[config.mk]
export PLATFORM = sky130hd
export DESIGN_NAME = syncfifo_flex
export DESIGN_NICKNAME = d
export VERILOG_FILES = /design/src/rtl/syncfifo_flex.sv
export SDC_FILE = /design/constraint.sdc
export NUM_CORES = 1
export LEC_CHECK = 0
export CORE_MARGIN = 2
export CORE_UTILIZATION = 40
export DETAILED_ROUTE_END_ITERATION = 12
export MAX_ROUTING_LAYER = met4
export PLACE_DENSITY_LB_ADDON = 0.1
export SLEW_MARGIN = 25
export SYNTH_ARGS = -nofsm -noshare
export SYNTH_HDL_FRONTEND = slang
export SYNTH_SLANG_ARGS = --single-unit
[constraint.sdc]
create_clock -name clk -period 3 [get_ports clk]
set_input_delay 0.45 -clock clk [delete_from_list [all_inputs] [get_ports clk]]
set_output_delay 0.45 -clock clk [all_outputs]
set_load 0.03 [all_outputs]
[src/rtl/syncfifo_flex.sv]
// syncfifo_flex -- parametrised single-clock FIFO.
//
// Read modes: FWFT=0 registered read (dout one cycle after an accepted
// rden), FWFT=1 first-word-fall-through (head word shown combinationally,
// rden pops it). Adds almost-full/almost-empty flags, an occupancy count,
// sticky overflow/underflow flags and a synchronous flush.
//
// Ports:
//   clk, rstn        clock (rising edge), asynchronous active-low reset
//   clr              synchronous flush: empties FIFO, clears ovf/udf
//   wren, din        write request and data
//   rden             read request (FWFT: pop the word on dout)
//   dout, dvalid     read data and its valid flag
//   full, empty      level == DEPTH / level == 0
//   afull, aempty    level >= AFULL_TH / level <= AEMPTY_TH
//   level            occupancy, 0..DEPTH
//   ovf, udf         sticky: write while full / read while empty
module syncfifo_flex #(
  parameter int DWIDTH    = 8,
  parameter int AWIDTH    = 4,
  parameter int FWFT      = 0,
  parameter int AFULL_TH  = 12,
  parameter int AEMPTY_TH = 2
) (
  input  logic              clk,
  input  logic              rstn,
  input  logic              clr,
  input  logic              wren,
  input  logic [DWIDTH-1:0] din,
  input  logic              rden,
  output logic [DWIDTH-1:0] dout,
  output logic              dvalid,
  output logic              full,
  output logic              empty,
  output logic              afull,
  output logic              aempty,
  output logic [AWIDTH:0]   level,
  output logic              ovf,
  output logic              udf
);

  localparam int DEPTH = 1 << AWIDTH;
  localparam logic [AWIDTH:0] DEPTH_L  = (AWIDTH+1)'(DEPTH);
  localparam logic [AWIDTH:0] AFULL_L  = (AWIDTH+1)'(AFULL_TH);
  localparam logic [AWIDTH:0] AEMPTY_L = (AWIDTH+1)'(AEMPTY_TH);

  // Reject illegal configurations at elaboration.
  if (AWIDTH < 1) begin : g_bad_awidth
    $error("syncfifo_flex: AWIDTH must be >= 1");
  end
  if (AFULL_TH < 1 || AFULL_TH > DEPTH) begin : g_bad_afull
    $error("syncfifo_flex: AFULL_TH must be in 1..DEPTH");
  end
  if (AEMPTY_TH < 0 || AEMPTY_TH > DEPTH-1) begin : g_bad_aempty
    $error("syncfifo_flex: AEMPTY_TH must be in 0..DEPTH-1");
  end
  if (FWFT != 0 && FWFT != 1) begin : g_bad_fwft
    $error("syncfifo_flex: FWFT must be 0 or 1");
  end

  logic [DWIDTH-1:0] mem [DEPTH];
  logic [AWIDTH-1:0] wptr, rptr;
  logic [AWIDTH:0]   level_q, level_next;
  logic              wr_acc, rd_acc;
  logic              ovf_q, udf_q;

  // Status flags come straight off the registered level, so they only
  // change once per edge and never see the request inputs.
  assign full   = (level_q == DEPTH_L);
  assign empty  = (level_q == '0);
  assign afull  = (level_q >= AFULL_L);
  assign aempty = (level_q <= AEMPTY_L);
  assign level  = level_q;
  assign ovf    = ovf_q;
  assign udf    = udf_q;

  // Flush wins over both requests. Full/empty gating means a full FIFO
  // with wren&rden only reads and an empty one only writes.
  assign wr_acc = wren & ~full  & ~clr;
  assign rd_acc = rden & ~empty & ~clr;

  always_comb begin
    level_next = level_q;
    case ({wr_acc, rd_acc})
      2'b10:   level_next = level_q + 1'b1;
      2'b01:   level_next = level_q - 1'b1;
      default: level_next = level_q;
    endcase
  end

  // Storage is deliberately left out of reset.
  always_ff @(posedge clk) begin
    if (wr_acc) mem[wptr] <= din;
  end

  // Pointers wrap naturally modulo DEPTH.
  always_ff @(posedge clk or negedge rstn) begin
    if (!rstn) begin
      wptr    <= '0;
      rptr    <= '0;
      level_q <= '0;
    end else if (clr) begin
      wptr    <= '0;
      rptr    <= '0;
      level_q <= '0;
    end else begin
      if (wr_acc) wptr <= wptr + 1'b1;
      if (rd_acc) rptr <= rptr + 1'b1;
      level_q <= level_next;
    end
  end

  // Sticky error flags; requests are ignored while clr is high.
  always_ff @(posedge clk or negedge rstn) begin
    if (!rstn) begin
      ovf_q <= 1'b0;
      udf_q <= 1'b0;
    end else if (clr) begin
      ovf_q <= 1'b0;
      udf_q <= 1'b0;
    end else begin
      if (wren & full)  ovf_q <= 1'b1;
      if (rden & empty) udf_q <= 1'b1;
    end
  end

  if (FWFT != 0) begin : g_fwft
    // Head word is visible as soon as the level says non-empty; a
    // zero is forced while empty so stale storage never leaks out.
    assign dout   = empty ? '0 : mem[rptr];
    assign dvalid = ~empty;
  end else begin : g_std
    logic [DWIDTH-1:0] dout_q;
    logic              dvalid_q;

    // dout holds its last word across idle cycles and flushes; only
    // dvalid pulses for the cycle after an accepted read.
    always_ff @(posedge clk or negedge rstn) begin
      if (!rstn) begin
        dout_q   <= '0;
        dvalid_q <= 1'b0;
      end else if (rd_acc) begin
        dout_q   <= mem[rptr];
        dvalid_q <= 1'b1;
      end else begin
        dvalid_q <= 1'b0;
      end
    end

    assign dout   = dout_q;
    assign dvalid = dvalid_q;
  end

endmodule

# --- After elaboration in Yosys (flattened, before gate mapping) ---
# Memories as Yosys holds them, arrays and structs flattened. A register that Yosys moved wholly into a read port is not among the register bits.
# Index checks and enable logic that the tools add are counted.
totals:
  mem_bits_rw: 128
  output_inout_bits: 20
  n_memories: 1
  input_bits: 13
  register_bits: 16
  elab_cells: 45
mem_list:
  columns: ["name", "words", "word_bits", "rd", "rd_clocked_by_memory_dff", "wr", "line_no", "source"]
  rows:
  - ["mem", 16, 8, 1, 1, 1, "61", "logic [DWIDTH-1:0] mem [DEPTH];"]
op_classes:
  reduce_logical: 7
  mux: 13
  bitwise: 9
  n_addsub: 4
  magnitude_cmp: 2
  eq_ne: 3
op_table:
  columns: ["cell", "count"]
  rows:
  - ["$mux 4", 4]
  - ["$pmux 5 s2", 1]
  - ["$add 4x1->4 const B", 2]
  - ["$reduce_bool 2->1", 4]
  - ["$mux 1", 7]
  - ["$and 1x1->1", 6]
  - ["$add 5x1->5 const B", 1]
  - ["$eq 5x5->1 const B", 1]
  - ["$ge 5x4->1 const B", 1]
  - ["$le 5x2->1 const B", 1]
  - ["$logic_not 5->1", 1]
  - ["$mux 5", 1]
  - ["$sub 5x1->5 const B", 1]
  - ["$not 1->1", 3]
  - ["$reduce_bool 3->1", 1]
  - ["$eq 2x1->1 const B", 1]
  - ["$eq 2x2->1 const B", 1]
  - ["$logic_not 1->1", 1]

# --- Longest topological paths before layout ---
# Gate-level depths: netlist of the first run.
logic_depth:
  ltp_word: 7
  ltp_mapped: 11
  ltp_nobuf: 10

# --- Least setup slack after synthesis of the first run ---
# No wires, ideal clock.
synth_path:
  path_type: "reg-to-reg"
  start: "reg level_q[1] (netlist: level[1])"
  end: "reg level_q[4] (netlist: level[4])"
  arrival_time_ns: 2.862
  required_ns: 2.870
  setup_ns: 0.130
  path_stages_with_launch: 12
  n_path_buf: 1
  path_slack_ns: 0.008
  synth_period_minus_slack_ns: 2.992
  path_cell_list: "dfrtp_1 > buf_6 > nor4_4 > mux2i_2 > xor2_1 > ha_1 > nor2_1 > o221ai_1 > mux2i_1 > mux2_2 > a221oi_2 > nor2_1"
synth_via:
  elab_chain_len: 7
  elab_cells_between_ends: 15
  classes_between: "add/sub (2); eq/ne (3); mux (2); bitwise (6); reduce/logical (2)"
synth_rtl:
  columns: ["element", "line_no", "source"]
  rows:
  - ["start: declaration", "63", "logic [AWIDTH:0] level_q, level_next;"]
  - ["start signal: assignment", "109", "level_q <= level_next;"]
  - ["$eq 5x5->1 / $logic_not 5->1 (equally long branches)", "69, 70", null]
  - ["$not 1->1 (on tied branches)", "79, 80", null]
  - ["$and 1x1->1 (on tied branches) (2 in series)", "79, 80", null]
  - ["$eq 2x1->1 / $eq 2x2->1 (equally long branches)", "84", "case ({wr_acc, rd_acc})"]
  - ["$pmux 5 s2", "84", null]
  - ["$mux 5", "102", "end else if (clr) begin"]
# Parallel ways exist; a longest one is shown, timed or not.
# A chain may end at the register's enable or synchronous reset.

# --- Worst setup path in the final report of the first run ---
layout_path:
  start: "in rden"
  end: "reg level_q[4] (netlist: level[4])"
layout_via:
  elab_chain_len: 5
  elab_cells_between_ends: 7
  classes_between: "eq/ne (2); mux (2); bitwise (2); reduce/logical (1)"
layout_rtl:
  columns: ["element", "line_no", "source"]
  rows:
  - ["start: declaration", "30", "input logic rden,"]
  - ["$and 1x1->1 (*) (2 in series)", "80", "assign rd_acc = rden & ~empty & ~clr;"]
  - ["$eq 2x1->1 / $eq 2x2->1 (equally long branches)", "84", null]
  - ["$pmux 5 s2", "84", null]
  - ["$mux 5", "102", null]
# Mark *: on every way between the ends. The rest lies on a longest branch, timed or not.

==> results of run 1 <==
==> cell usage after synthesis (all sizes together), types with 4 or more instances <==
cell type / instances
edfxtp: 128
mux4: 40
nor2: 37
dfrtp: 24
clkbuf: 12
nand2: 12
mux2: 9
buf: 7
ha: 7
xor2: 7
a21oi: 6
inv: 6
mux2i: 5
o21ai: 5
nand3: 4
==> metrics by stage <==
step	instance area, um2	instances	setup TNS (ns)
6_report	7510	606	0
5_1_grt	7510	606	0
4_1_cts	7520	606	0
3_5_place_dp	6990	574	-0.253
3_3_place_gp	6990	574	-0.151
2_1_floorplan	6220	333	0
==> final cells by class <==
type                            count  area [um2]
Clock buffer                       23         448
Clock inverter                      9        77.6
Fill cell                        1268        7690
Inverter                            6        22.5
Multi-Input combinational cell    156        1670
Sequential cell                   152        4450
Tap cell                          188         235
Timing Repair Buffer               72         616
==> cells by family (layout without fill, tap and decap cells) <==
family / count (synthesis) / after routing
AO/OA/AOI/OAI: 19 / 19
XOR/XNOR: 9 / 9
adder cells (fa/ha/maj): 7 / 7
buffers and inverters: 25 / 110
flip-flops: 152 / 152
multiplexers: 54 / 54
AND/OR/NAND/NOR: 67 / 67
==> worst paths after layout <==
path,startpoint,endpoint,cells after the start
min reg2reg,ovf,ovf,2
min,rstn,ovf,1
max reg2reg,level[3],level[4],10
min in group clk,ovf,ovf,2
max,rden,level[4],11
max in group asynchronous,rstn,dout[0],2
==> power groups by stage <==
stage / clock [mW] / sequential, mW / combinational (mW)
detailed placement: 0 / 2.56 / 1.84
global placement: 0 / 2.55 / 1.83
global route: 2.04 / 2.53 / 1.96
floorplan: 0 / 2.72 / 1.05
finish: 1.92 / 2.51 / 1.81
CTS: 1.97 / 2.52 / 1.85
==> per-layer routing <==
| metal | global-route usage (%) | vias up | wire length (um) |
|---|---|---|---|
| met2 | 27.9 | 78 | 6610 |
| li1 | - | 1452 | - |
| met4 | 4.99 | 0 | 121 |
| met1 | 24.4 | 1633 | 6130 |
| met5 | - | - | 0 |
| met3 | 4.37 | 11 | 504 |
==> cells in the final DEF, fill, tap and decap left out, types with 2 or more instances in the layout <==
cell type        Yosys  final
clkinv_1             0      2
dfrtp_1             24     23
ha_1                 7      7
o21ai_0              5      5
buf_4                0     40
edfxtp_1           128    128
nand2_1             12     12
clkinv_4             0      2
clkinv_2             0      3
clkbuf_16            0     17
clkbuf_1            12      6
or3_1                2      2
mux2_2               9      9
nor2_1              37     37
mux2i_1              4      4
nand2b_1             2      2
nand3_1              4      4
clkdlybuf4s50_1      0     31
xnor2_1              2      2
mux4_2              40     40
nand3b_1             2      2
xor2_1               7      7
and2_1               2      2
a21oi_1              6      6
inv_1                6      6
==> worst reg2reg max path: stages (launching register included) <==
cell	delay, ns
dfrtp_1	0.46
nor4_4	0.32
mux2i_2	0.36
xor2_1	0.12
ha_1	0.23
nor2_1	0.13
o221ai_1	0.14
mux2i_1	0.22
mux2_2	0.37
a221oi_2	0.25
nor2_1	0.06
==> state kept, by name, indices dropped and copies added (netlist names) <==
name	flops
ovf	1
rptr	4
dout	8
wptr	4
udf	1
level	5
dvalid	1
mem	128
==> flow_metrics.py, run 1 <==
metrics = {
    "pwr": {
        "pwr-share-clk_pct": 30.7,
        "share_comb_of_total_power_pct": 29.1,
        "netsw_mw": 1.82,
        "max-vdd-ir-drop_mv": 0.610,
        "pwr_density_cell_nw_per_um2": 830,
        "design_power_total_mw": 6.24,
        "power.switching_fraction_pct": 29.1,
        "power_leakage_nw": 2.59,
        "p_seq_share_pct": 40.2,
        "internal_power_mw": 4.42,
    },
    "synth": {
        "postSynthNetCount": 353,
        "post_synth_and_or_nand_nor_area_fraction_pct": 5.07,
        "synth_edf_count": 128,
        "number_of_synthesized_register_bits": 152,
        "synth_largest_type_area_fraction_pct": 61.8,
        "yosys_warnings": 0,
        "synth-compound-area-share_pct": 2.13,
        "postSynth.topFlopCell": "edfxtp_1",
        "post_synth.cell_area_avg_um2": 18.7,
        "synth.area.top_cells": "edfxtp_1 62%, mux4_2 14%, dfrtp_1 9.7%",
        "netlist_area_um2": 6220,
        "synth_top_family_by_area": "multiplexers",
        "synth_xor_xnor_area_share_pct": 1.27,
        "post_synth_mux_area_share_pct": 17.0,
        "netlist_instances": 333,
        "synth.lib_cells_used.distinct": 36,
        "yosysSeqAreaShare_pct": 71.4,
        "synth_area_leader_cell": "edfxtp_1",
        "synthAdderAreaFrac_pct": 1.41,
        "async_reset_ff_share_pct": 15.8,
    },
    "worst_setup_path": {
        "cp.arrival_ns": 3.11,
        "worst_setup_end_kind": "register",
        "path_common_cell": "nor2_1",
        "ff2ff_setup_slack_ns": 0.21,
        "crit_path_max_fanout": 3,
        "crit_buf_inv": 1,
        "stage_delay_of_the_slowest_cell_on_the_critical_path_ns": 0.47,
        "critPathRequiredTime_ns": 3.29,
        "timing_worst_setup_path_type": "primary input to register",
        "timing.critical_path.max_delay_family": "multiplexers",
        "critical_path.slowest_cell": "clkdlybuf4s50_1",
        "critical_path.cell_chain": "clkdlybuf4s50_1, or3b_4, mux2i_2, xor2_1, ha_1, nor2_1, o221ai_1, mux2i_1, mux2_2, a221oi_2, nor2_1",
        "worst_setup_path_start_kind": "primary input",
    },
    "placement": {
        "hpwl_um": 8570,
        "dp_worst_setup_slack_ns": -0.253,
        "place.port_buffers": 32,
        "gp_congestion": 0.783,
    },
    "detailed_routing": {
        "drc_errors": 0,
        "totalWireLength_um": 13400,
        "wl_per_cell_um": 22.0,
        "dr_total_vias": 3174,
        "route.detailed.vias_per_inst": 5.24,
        "antenna_left": 0,
        "drt_first_pass_iters": 4,
        "drt-initial-drc-count": 232,
    },
    "cts": {
        "skew_pair_late_insertion_delay_ns": 0.42,
        "cts-root-to-sink-buffers": 2,
        "cts_root_buf": "clkbuf_16",
        "cts.hold.buffers_added": 0,
        "htree_levels": 4,
        "number_of_gates_resized_after_cts": 0,
        "tritoncts": "yes",
        "cts-buffers-inserted": 17,
        "cts_setup_buffers": 0,
        "clk_sink_count": 152,
        "clk_pin_slew_worst_paths_ns": 0.06,
    },
    "sta": {
        "finClkSkew_ns": 0.00727,
        "final_period_minus_worst_setup_slack_ns": 2.81,
        "layout_worst_path_cycle_share_pct": 93.7,
        "hold_violations": 18,
        "drv_slew": 0,
        "final-setup-viol-count": 0,
        "timing.hold.ws_ns": -0.0139,
        "clock.fmax_ghz": 0.356,
        "transition_at_the_pin_with_the_smallest_max_transition_slack_ns": 0.711,
        "slew_headroom_pct": 52.6,
        "final.setup.worst_slack_ns": 0.188,
        "unrepaired_setup_endpoints_after_global_routing": "false",
    },
    "grt": {
        "total_global_route_track_usage_pct": 18.1,
        "overflow": 0,
        "maximum_number_of_pins_on_one_net_before_global_route_repair": 36,
        "grt_first_pass_wirelength_um": 20500,
        "initial_antenna_violation_count": 0,
        "via_count_of_the_first_global_routing_pass": 3340,
    },
    "floorplanning": {
        "overall_die_area_um2": 16600,
        "pin_count": 33,
        "design.core.area_um2": 15200,
        "floorplan.die.height_um": 129,
        "initial_utilization_pct": 40.9,
        "rows": 45,
        "die_w_um": 129,
    },
    "finish": {
        "diodes": 0,
        "final_core_util_pct": 49.4,
        "proportion_of_layout_cells_with_a_drive_suffix_above_1_pct": 29.2,
        "area_growth_pct": 20.7,
        "final_net_count": 425,
    },
    "run_status": {
        "outcome": "finished, violations left",
        "violations": "negative hold slack",
    },
    "worst_hold_path": {
        "min_path_type": "primary input to asynchronous set/reset pin",
    },
    "job": {
        "maxcap_viol_count": 0,
    },
}
(Power assumes the default switching activity.)
==> inputs of run 2 (changes only) <==
- MAX_ROUTING_LAYER: met4 -> default
==> run 2 against run 1 <==
  * The flow still finishes with violations (negative hold slack)
  * Global-route usage down 0.55 points
  * Critical path depth unchanged
  * Sequential cell count unchanged
  * Clock skew about the same
  * Largest cell class unchanged
  * Largest power group unchanged
  * Highest routed layer unchanged
==> flow_metrics.py, run 2 (synthesis gave the netlist of run 1 again) <==
metrics = {
    "worst_setup_path": {
        "critPathRequiredTime_ns": 3.29,
        "path_common_cell": "nor2_1",
        "stage_delay_of_the_slowest_cell_on_the_critical_path_ns": 0.47,
        "worst_setup_path_start_kind": "primary input",
        "critical_path.cell_chain": "clkdlybuf4s50_1, or3b_4, mux2i_2, xor2_1, ha_1, nor2_1, o221ai_1, mux2i_1, mux2_2, a221oi_2, nor2_1",
        "timing_worst_setup_path_type": "primary input to register",
        "ff2ff_setup_slack_ns": 0.21,
        "cp.arrival_ns": 3.11,
        "worst_setup_end_kind": "register",
        "crit_path_max_fanout": 3,
        "critical_path.slowest_cell": "clkdlybuf4s50_1",
    },
    "pwr": {
        "pwr_density_cell_nw_per_um2": 831,
        "max-vdd-ir-drop_mv": 0.609,
        "design_power_total_mw": 6.24,
        "power_leakage_nw": 2.59,
    },
    "sta": {
        "final-setup-viol-count": 0,
        "unrepaired_setup_endpoints_after_global_routing": "false",
        "slew_headroom_pct": 52.8,
        "clock.fmax_ghz": 0.355,
        "hold_violations": 18,
        "finClkSkew_ns": 0.00764,
        "layout_worst_path_cycle_share_pct": 93.8,
        "drv_slew": 0,
        "final.setup.worst_slack_ns": 0.185,
        "final_period_minus_worst_setup_slack_ns": 2.81,
        "transition_at_the_pin_with_the_smallest_max_transition_slack_ns": 0.708,
        "timing.hold.ws_ns": -0.0145,
        "total_negative_setup_slack_ns": 0,
    },
    "cts": {
        "tritoncts": "yes",
        "clk_pin_slew_worst_paths_ns": 0.06,
        "cts_root_buf": "clkbuf_16",
        "skew_pair_late_insertion_delay_ns": 0.42,
        "cts-root-to-sink-buffers": 2,
        "cts.hold.buffers_added": 0,
        "cts_setup_buffers": 0,
        "htree_levels": 4,
        "cts-buffers-inserted": 17,
        "clk_sink_count": 152,
        "number_of_gates_resized_after_cts": 0,
    },
    "run_status": {
        "outcome": "finished, violations left",
        "violations": "negative hold slack",
    },
    "grt": {
        "maximum_number_of_pins_on_one_net_before_global_route_repair": 36,
        "via_count_of_the_first_global_routing_pass": 3333,
        "initial_antenna_violation_count": 0,
        "total_global_route_track_usage_pct": 17.6,
        "overflow": 0,
        "grt_first_pass_wirelength_um": 20500,
    },
    "floorplanning": {
        "initial_utilization_pct": 40.9,
        "pin_count": 33,
        "die_w_um": 129,
        "rows": 45,
        "floorplan.die.height_um": 129,
        "overall_die_area_um2": 16600,
        "design.core.area_um2": 15200,
    },
    "detailed_routing": {
        "antenna_left": 0,
        "route.detailed.vias_per_inst": 5.29,
        "dr_total_vias": 3208,
        "totalWireLength_um": 13400,
        "drt-initial-drc-count": 225,
        "drt_first_pass_iters": 4,
        "drc_errors": 0,
        "wl_per_cell_um": 22.1,
    },
    "finish": {
        "diodes": 0,
        "final_net_count": 425,
        "most_flops_register": "mem",
        "final_cell_mix": "128 x edfxtp_1, 40 x mux4_2, 40 x buf_4, 37 x nor2_1, 31 x clkdlybuf4s50_1",
        "final_common_cell": "edfxtp_1",
        "largest_reg_flops": 128,
        "proportion_of_layout_cells_with_a_drive_suffix_above_1_pct": 29.2,
        "area_growth_pct": 20.7,
    },
    "placement": {
        "dp_worst_setup_slack_ns": -0.253,
        "place.port_buffers": 32,
        "gp_congestion": 0.773,
        "hpwl_um": 8570,
    },
    "worst_hold_path": {
        "min_path_type": "primary input to asynchronous set/reset pin",
    },
    "job": {
        "maxcap_viol_count": 0,
    },
}
run 2: area by class of cell:
type | instances | area, um2
fillers | 1268 | 7690
flip-flops and latches | 152 | 4450
multi-input cells | 156 | 1670
repair buffers | 72 | 616
clock buffers | 23 | 448
well taps | 188 | 235
clock inverters | 9 | 77.6
inverters | 6 | 22.5
run 2: worst max-delay path, delay by kind of cell:
| family | cells | cell delay, ns |
|---|---|---|
| and+or+nand+nor | 3 | 0.58 |
| muxes | 3 | 0.85 |
| xor gates and xnor gates | 1 | 0.12 |
| AOI/OAI and AO/OA | 2 | 0.39 |
| buffers and inverters | 1 | 0.47 |
| adders and majority gates | 1 | 0.23 |
run 2: path summary, 6_finish.rpt:
kind | from | endpoint | depth (start not counted)
worst max-delay path | rden | level[4] | 11
worst min-delay path | rstn | ovf | 1
worst max register to register | level[3] | level[4] | 10
worst min register to register | ovf | ovf | 2
max in group asynchronous | rstn | dout[0] | 2
min in group clk | ovf | ovf | 2
run 2: metrics by stage:
stage / hold WS (ns) / instances / cell area (um2) / utilization (%)
CTS: 0.497 / 606 / 7520 / 49.5
finish: -0.0145 / 606 / 7510 / 49.4
global route: 0.00994 / 606 / 7510 / 49.4
floorplan: 0.154 / 333 / 6220 / -
global placement: 0.488 / 574 / 6990 / 46.0
detailed placement: 0.484 / 574 / 6990 / 46.0
run 2: report_power, final:
| part | switching, mW | leakage (nW) | internal, mW |
|---|---|---|---|
| registers | 0.0891 | 1.46 | 2.42 |
| clock network | 0.783 | 0.254 | 1.13 |
| logic | 0.946 | 0.871 | 0.868 |
| total | 1.82 | 2.59 | 4.42 |
run 2: per-layer routing:
metal,track usage [%],vias up,share of wire [%]
li1,-,1452,-
met1,24.2,1672,45
met2,28.1,74,50
met3,4.53,10,4.0
met4,4.80,0,0.93
met5,0,-,0
==> inputs of run 3 (changes only) <==
- ABC_AREA: default -> 1
- clock period: 3 -> 3.25 ns (I/O delays scaled with it)
==> run 3 against run 2 <==
  * Clock power about the same
  * Routed wire length increased by 12%
  * Power decreased by 2.3%
  * The run now ends clean
  * Sequential share of layout area increased by 0.61 points
  * First-iteration DRC count increased by 120%
==> flow_metrics.py, run 3 <==
metrics = {
    "cts": {
        "number_of_gates_resized_after_cts": 0,
        "htree_levels": 4,
        "tritoncts": "yes",
        "cts-buffers-inserted": 17,
        "clk_sink_count": 152,
        "skew_pair_late_insertion_delay_ns": 0.42,
        "clk_pin_slew_worst_paths_ns": 0.06,
        "cts.hold.buffers_added": 0,
        "cts-root-to-sink-buffers": 2,
        "cts_root_buf": "clkbuf_16",
        "cts_setup_buffers": 0,
    },
    "sta": {
        "drv_slew": 0,
        "hold_violations": 0,
        "slew_headroom_pct": 43.7,
        "total_negative_setup_slack_ns": 0,
        "clock.fmax_ghz": 0.389,
        "layout_worst_path_cycle_share_pct": 79.0,
        "final_period_minus_worst_setup_slack_ns": 2.57,
        "timing.hold.ws_ns": 0.0664,
        "final-setup-viol-count": 0,
        "finClkSkew_ns": 0.00845,
        "transition_at_the_pin_with_the_smallest_max_transition_slack_ns": 0.844,
        "unrepaired_setup_endpoints_after_global_routing": "false",
    },
    "synth": {
        "synth_edf_count": 128,
        "number_of_synthesized_register_bits": 152,
        "postSynth.topFlopCell": "edfxtp_1",
        "synth_most_common_cell": "edfxtp_1",
        "yosys-top-cells-count": "128 x edfxtp_1, 88 x nor2_1, 74 x o21ai_0",
        "synth_largest_type_area_fraction_pct": 61.2,
        "synth.area.top_cells": "edfxtp_1 61%, dfrtp_1 9.6%, o21ai_0 5.9%",
        "yosysSeqAreaShare_pct": 70.8,
        "postSynthNetCount": 523,
        "async_reset_ff_share_pct": 15.8,
        "synth.lib_cells_used.distinct": 32,
        "synth_area_leader_cell": "edfxtp_1",
        "netlist_area_um2": 6280,
        "netlist_instances": 503,
        "post_synth.cell_area_avg_um2": 12.5,
        "yosys_warnings": 0,
    },
    "worst_setup_path": {
        "cp.arrival_ns": 2.08,
        "timing_worst_setup_path_type": "register to output port",
        "critPathRequiredTime_ns": 2.76,
        "crit_path_max_fanout": 8,
        "worst_setup_path_start_kind": "register",
        "worst_setup_end_kind": "output port",
    },
    "detailed_routing": {
        "antenna_left": 0,
        "drc_errors": 0,
        "drt-initial-drc-count": 486,
        "route.detailed.vias_per_inst": 5.35,
        "drt_first_pass_iters": 5,
        "dr_total_vias": 4095,
        "wl_per_cell_um": 19.7,
        "totalWireLength_um": 15000,
    },
    "run_status": {
        "outcome": "complete, no violations",
    },
    "pwr": {
        "netsw_mw": 2.07,
        "power.switching_fraction_pct": 34.0,
        "share_comb_of_total_power_pct": 30.1,
        "max-vdd-ir-drop_mv": 0.458,
        "pwr_density_cell_nw_per_um2": 820,
        "pwr-share-clk_pct": 31.5,
        "power_leakage_nw": 2.54,
        "p_seq_share_pct": 38.4,
        "internal_power_mw": 4.03,
    },
    "placement": {
        "place.port_buffers": 32,
        "hpwl_um": 9390,
        "gp_congestion": 0.844,
    },
    "floorplanning": {
        "die_w_um": 129,
        "overall_die_area_um2": 16700,
        "floorplan.die.height_um": 129,
        "design.core.area_um2": 15300,
        "initial_utilization_pct": 41.1,
        "pin_count": 33,
        "rows": 45,
    },
    "finish": {
        "final_core_util_pct": 48.7,
        "area_growth_pct": 18.5,
        "diodes": 0,
        "most_flops_register": "mem",
        "final_common_cell": "edfxtp_1",
        "final_net_count": 563,
        "largest_reg_flops": 128,
        "final_cell_mix": "128 x edfxtp_1, 88 x nor2_1, 74 x o21ai_0, 31 x clkdlybuf4s50_1, 29 x nand3_1",
        "proportion_of_layout_cells_with_a_drive_suffix_above_1_pct": 10.8,
    },
    "grt": {
        "grt_first_pass_wirelength_um": 23200,
        "maximum_number_of_pins_on_one_net_before_global_route_repair": 67,
        "initial_antenna_violation_count": 0,
        "via_count_of_the_first_global_routing_pass": 3920,
        "overflow": 0,
        "total_global_route_track_usage_pct": 19.2,
    },
    "worst_hold_path": {
        "min_path_type": "primary input to asynchronous set/reset pin",
    },
    "job": {
        "maxcap_viol_count": 0,
    },
}
[run 3: changes by cell type in the layout (fill, tap and decap cells not counted), sizes merged, moves of 12 or more]
cell / change
buf: -24
inv: +13
mux4: -40
nand2: +21
nand3: +29
nor2: +54
o21ai: +71
o221ai: +19
o22ai: +12
[run 3: path summary, 6_finish.rpt]
kind / startpoint / to / slack [ns] / cells after the start
setup / recovery: level[0] / empty / 0.68 / 4
hold / removal: rstn / wptr[0] / 0.07 / 1
setup reg to reg: level[0] / level[4] / 1.12 / 15
hold reg to reg: dout[0] / dout[0] / 0.49 / 1
max in group asynchronous: rstn / rptr[0] / 2.76 / 1
min in group clk: dout[0] / dout[0] / 0.49 / 1
[run 3: cells by family (layout without fill, tap and decap cells)]
| family | count (synthesis) | in the layout | share of synthesized area (%) |
|---|---|---|---|
| and+or+nand+nor | 160 | 160 | 11.5 |
| DFF | 152 | 152 | 70.8 |
| AOI/OAI and AO/OA | 134 | 134 | 13.0 |
| buffers and inverters | 48 | 99 | 3.01 |
| adders and majority gates | 7 | 7 | 1.40 |
| xor gates and xnor gates | 2 | 2 | 0.279 |
[run 3: per-stage QoR]
| stage | power [mW] | worst slack (ns) | std cells | instance area (um2) |
|---|---|---|---|---|
| after global placement | 4.19 | 0.660 | 735 | 6880 |
| after detailed placement | 4.21 | 0.579 | 735 | 6870 |
| after floorplan | 3.53 | 0.583 | 503 | 6280 |
| after global routing | 6.38 | 0.615 | 765 | 7440 |
| final | 6.10 | 0.682 | 765 | 7440 |
| after CTS | 6.12 | 0.667 | 765 | 7440 |
[run 3: routing by layer]
metal	track usage [%]	routed length (um)	vias to the layer above
met1	28.3	7300	2029
met4	6.01	146	0
met5	0	0	-
met3	4.13	802	10
met2	28.4	6790	123
li1	-	-	1933
[run 3: layout make-up]
class                      count  area, um2
fill                        1343       7820
sequential                   152       4450
multi-input combinational    303       1640
clock buffer                  20        437
timing repair buffer          48        435
tap                          211        264
clock inverter                10        130
inverter                      21       83.8
[run 3: worst max-delay path, stage by stage, from the launching register on]
cell,delay [ns]
dfrtp_1,0.47
nor2_1,0.24
nand3_2,0.18
inv_1,0.12
clkdlybuf4s50_1,0.67
[run 3: power groups by stage]
stage	Sequential (mW)	Clock, mW	Combinational (mW)
6_report	2.34	1.92	1.84
5_1_grt	2.36	2.03	1.99
4_1_cts	2.35	1.95	1.83
3_5_place_dp	2.38	0	1.82
3_3_place_gp	2.38	0	1.81
2_1_floorplan	2.54	0	0.995
